--- config.mk ---
export PLATFORM = sky130hd
export DESIGN_NAME = resp_checker_fifo
export DESIGN_NICKNAME = d
export VERILOG_FILES = /design/src/rtl/resp_checker_fifo.sv
export SDC_FILE = /design/constraint.sdc
export NUM_CORES = 1
export LEC_CHECK = 0
export CAP_MARGIN = 25
export CORE_ASPECT_RATIO = 2
export CORE_MARGIN = 2
export CORE_UTILIZATION = 50
export DETAILED_ROUTE_END_ITERATION = 8
export GPL_ROUTABILITY_DRIVEN = 0
export GPL_TIMING_DRIVEN = 0
export PLACE_DENSITY = 0.7
export SYNTH_ARGS = -nofsm -noshare
export SYNTH_HDL_FRONTEND = slang
export SYNTH_SLANG_ARGS = --single-unit
--- constraint.sdc ---
create_clock -name clk -period 3.1 [get_ports clk]
set_input_delay 0.31 -clock clk [delete_from_list [all_inputs] [get_ports clk]]
set_output_delay 0.31 -clock clk [all_outputs]
set_load 0.005 [all_outputs]
--- src/rtl/resp_checker_fifo.sv ---
// Synchronous FIFO holding expected words. Pointers carry one extra bit so
// full and empty are told apart without a separate occupancy counter.
// Push while full and pop while empty are ignored; flush empties the FIFO.
module resp_checker_fifo #(
   parameter int W     = 8,
   parameter int DEPTH = 8
) (
   input  logic         clk,
   input  logic         rst_n,
   input  logic         push,
   input  logic         pop,
   input  logic         flush,
   input  logic [W-1:0] din,
   output logic         full,
   output logic         empty,
   output logic [W-1:0] dout
);

   localparam int AW = $clog2(DEPTH);
   localparam logic [AW:0] PTR_ONE = {{AW{1'b0}}, 1'b1};

   logic [W-1:0] mem [DEPTH];
   logic [AW:0]  wr_ptr;
   logic [AW:0]  rd_ptr;

   assign empty = (wr_ptr == rd_ptr);
   assign full  = (wr_ptr[AW] != rd_ptr[AW]) && (wr_ptr[AW-1:0] == rd_ptr[AW-1:0]);
   assign dout  = mem[rd_ptr[AW-1:0]];

   // Storage write.
   // NOTE: the data array has no reset; only the pointers define what is valid.
   always_ff @(posedge clk) begin
      if (push && !full) mem[wr_ptr[AW-1:0]] <= din;
   end

   // Pointer update; reset and flush both return to empty.
   always_ff @(posedge clk) begin
      if (!rst_n || flush) begin
         wr_ptr <= '0;
         rd_ptr <= '0;
      end else begin
         if (push && !full) wr_ptr <= wr_ptr + PTR_ONE;
         if (pop && !empty) rd_ptr <= rd_ptr + PTR_ONE;
      end
   end

endmodule

# After elaboration in Yosys (flattened, before gate mapping)
# Memories as Yosys holds them, arrays and structs flattened. A register that Yosys moved wholly into a read port is not among the register bits.
# Cells that the tools add are included.
# W data, S select, Z words.
[word_totals]
ram_bits = 64
ff_bits = 8
input_bits = 13
output_inout_bits = 10
wordCells = 19
memories = 1
[memory_table]
columns = ["memory", "words", "width", "rd", "rd_ports_with_merged_regs", "wr", "line", "text"]
rows = [
  ["mem", 8, 8, 1, 1, 1, "22", "logic [W-1:0] mem [DEPTH];"],
]
[op_classes]
addsub = 2
n_eq_ne = 3
n_mux = 4
reduce_logical = 7
[op_table]
columns = ["operator", "n"]
rows = [
  ["$add A4 B1 Y4 const B", 2],
  ["$mux W3", 2],
  ["$eq A4 B4 Y1", 1],
  ["$eq A3 B3 Y1", 1],
  ["$logic_and A1 B1 Y1", 3],
  ["$logic_not A1 Y1", 3],
  ["$mux W1", 2],
  ["$logic_or A1 B1 Y1", 1],
  ["$ne A1 B1 Y1", 1],
]

# Depth between registers and ports, before layout
# Gate-level depths: netlist of the first run.
[logic_depth]
ltp_word = 6
mapped_depth = 4
mapped_depth_nobuf = 4

# Worst setup path after synthesis of the first run
# No wires, ideal clock.
[synth_path]
path_type = "register to register"
start = "register wr_ptr[0]"
end = "memory mem[2][0], enable pin"
arrival_ns = 1.895
path_buffers = 1
setup_slack_ns = 0.807
setup_ns = 0.398
stages_incl_launch_ff = 5
synth_period_minus_slack_ns = 2.293
required_ns = 2.702
cell_sequence = "dfxtp_1 buf_2 xor2_1 nor4_4 nor4b_1"
[synth_between]
elab_chain_len = 6
[synth_lines]
columns = ["item", "line", "text"]
rows = [
  ["start: declaration", "23", "logic [AW:0] wr_ptr;"],
  ["start signal: assignment", "42", "if (push && !full) wr_ptr <= wr_ptr + PTR_ONE;"],
  ["$eq A3 B3 Y1", "27", "assign full = (wr_ptr[AW] != rd_ptr[AW]) && (wr_ptr[AW-1:0] == rd_ptr[AW-1:0]);"],
  ["$logic_and A1 B1 Y1", "27", ""],
  ["net full", "14", "output logic full,"],
  ["$logic_not A1 Y1", "33", "if (push && !full) mem[wr_ptr[AW-1:0]] <= din;"],
  ["$logic_and A1 B1 Y1", "33", ""],
  ["$mux W1", "33", ""],
  ["$mux W1 (not written as such)", "33", ""],
  ["end: declaration", "22", ""],
]
# The timed path passes the listed nets, and every way through them passes these cells.

==> metrics.csv, run 1 <==
metric;value;unit
status;finished, final reports clean;
path_class;reg2out;
r2r_setup_slack;720;ps
muxShareOfSynthArea;0.184;
die_y;118;microns
nets;233;
numClockSinks;75;
area_growth;22.1;%
cts_made_buffers;9;
drtIter0Drc;64;
post-route-drc-count;0;
synth.top_cell.area_share;0.593;
clk_pin_slew;50;ps
dr.pass1.iters;4;
cp.buffers_inverters;3;
synth-xor-area-share;0.0239;
rr_startpoint;wr_ptr[0];
viasPerCell;5.82;
critPathMaxStageDelay;450;ps
rsz0062_at_grt;false;
avgRoutedWirePerCell;19.9;microns
power.total;0.00225;W
synth_seq_area_share;0.660;
synthTopCellsByArea;edfxtp_1 (59%), mux4_1 (8.1%), dfxtp_1 (6.8%);
final_cell_mix;edfxtp_1 (64), clkdlybuf4s50_1 (22), nand2_1 (11), mux2i_1 (11), dfxtp_1 (11);
cts_resized;0;
period_minus_slack;2720;ps
syn_nets;193;
yosysWarnings;0;
vias;1798;
cp.required;2790;ps
cts_tree;yes;
holdWs;586;ps
synth_area_per_cell;18.2;sq um
clk_latency;320;ps
grt_pass1_vias;1914;
rows;41;
worstHoldPathCells;2;
reg2reg_depth;5;
clock.fmax;368;MHz
final_common_cell;edfxtp_1;
cp_top_family;buffers and inverters;
p_seq_frac;0.494;
cts.root.buffer_cell;clkbuf_16;
worst_path_max_delay_cell;clkdlybuf4s50_1;
htreeDepth;3;
diodes;0;
yosys.area_share.adder;0.00772;
worstPathArrival;2410;ps
switching_share;0.177;
clockPowerShare;0.459;
synth-compound-area-share;0.0208;
drive_gt1_frac;0.233;
cts_buffer_depth;2;
hold_viol_final;0;
syn-cell-area;3240;sq um
final_max_slew_viol_count;0;
ctsHoldBuffers;0;
ys_types;35;
dieArea;7190;sq um
cp_cell_sequence;clkbuf_1, buf_2, mux4_1, mux2_2, clkdlybuf4s50_1;
synth_top_family_by_area;multiplexers;
antenna_found_initial;0;
dpl-instance-area;3650;sq um
finalSetupViolCount;0;
power.density;568;nW/um^2
start_util;0.514;
endpoint_kind;primary output;
num_io_pins;23;
place.port_buffers;22;
synth_area_leader_cell;edfxtp_1;
die_w;61.0;microns
grt_start_max_net_pins;13;
grt_overflow;0;
yosys.area_share.simple;0.0783;
relSlewSlack;0.418;
skew;6.67;ps
synth_cells;178;
grt_pass1_wl;9.64;mm
power_leakage;1.33;nW
hold_class;reg2reg;
fin_crit_sh;0.878;
ir_drop;338;uV
cp-start-kind;flop;
worst_pin_slew;870;ps
post_cts_buffers;0;
internal_power;0.00185;W
maxCapViolCount;0;
hp-start;rd_ptr[1];
min_to;rd_ptr[1];
core_area;6310;sq um
drt_wl_total;6.16;mm
design_area;3960;sq um
totalNegativeSetupSlack;0;ps
p_sw;0.000399;W
cp_max_fo;10;
synth_seq_cells;75;
grt_usage;0.192;
hpwl;4.60;mm
r2r-end;mem[4][7];
ant_nets;0;
p_comb_frac;0.047;
Yosys cell counts (all sizes together):
master,number
nand3,3
mux2i,11
o41a,2
or3b,2
nor4bb,1
nor2b,1
dfxtp,11
clkbuf,4
nand4,3
xnor2,4
nor4,3
ha,2
nand2b,5
edfxtp,64
nand2,11
nor2,2
and3b,2
a311o,2
o211ai,1
nand3b,1
buf,7
nor3b,1
a41oi,2
mux2,8
nor3,1
mux4,16
xor2,4
nor4b,4
power groups by stage:
stage               sequential [W]  clock, W  combinational, W
finish                     0.00111   0.00103          0.000107
global route               0.00111   0.00110          0.000114
CTS                        0.00111   0.00105          0.000107
detailed placement         0.00113         0          0.000107
global placement           0.00113         0         0.0000977
floorplan                  0.00113         0         0.0000482
per-layer routing:
metal | vias up | GRT usage | share of wire
met5 | - | 0 | 0
met4 | 0 | 0.0829 | 0.017
met3 | 7 | 0.0462 | 0.024
met2 | 26 | 0.352 | 0.61
met1 | 956 | 0.191 | 0.35
li1 | 809 | - | -
worst max path at each step:
stage,end,slack (ps),depth (start not counted)
floorplan,mem[2][0],810,4
global placement,mem[5][2],-60,4
detailed placement,dout[6],680,5
CTS,dout[6],320,5
global route,dout[6],260,5
finish,dout[6],380,5
kinds of logic after synthesis:
kind of cell	count (synthesis)
compound gates	7
buf+inv	11
simple gates	40
flops	75
fa+ha+maj	2
mux	35
xor+xnor	8
worst register-to-register path, delay by kind of cell (launching register included):
family,cells,cell delay (ps)
buffers and inverters,2,520
xor gates and xnor gates,1,390
DFF,1,340
and+or+nand+nor,2,830
metrics by stage:
stage,setup WS [ps],instances,utilization
after global placement,-63.3,286,0.566
after floorplan,807,178,-
after CTS,321,309,0.628
final,379,309,0.628
after global routing,261,309,0.628
after detailed placement,678,293,0.579
state kept, by name, indices dropped and copies added (netlist names), named ones only:
register / count
wr_ptr: 4
rd_ptr: 4
mem: 64
cell type report:
type / count / area (sq um)
Sequential cell: 75 / 2140
Timing Repair Buffer: 29 / 270
Clock buffer: 14 / 274
Fill cell: 461 / 2350
Buffer: 11 / 78.8
Multi-Input combinational cell: 92 / 1050
Tap cell: 86 / 108
Clock inverter: 2 / 35.0
Power figures use the tool's default switching activity.
==> run 2: changes to the inputs <==
SKIP_LAST_GASP = 1   (was not set)
==> results of run 2 <==
No change in the layout: final DEF, timing and power equal those of run 1.
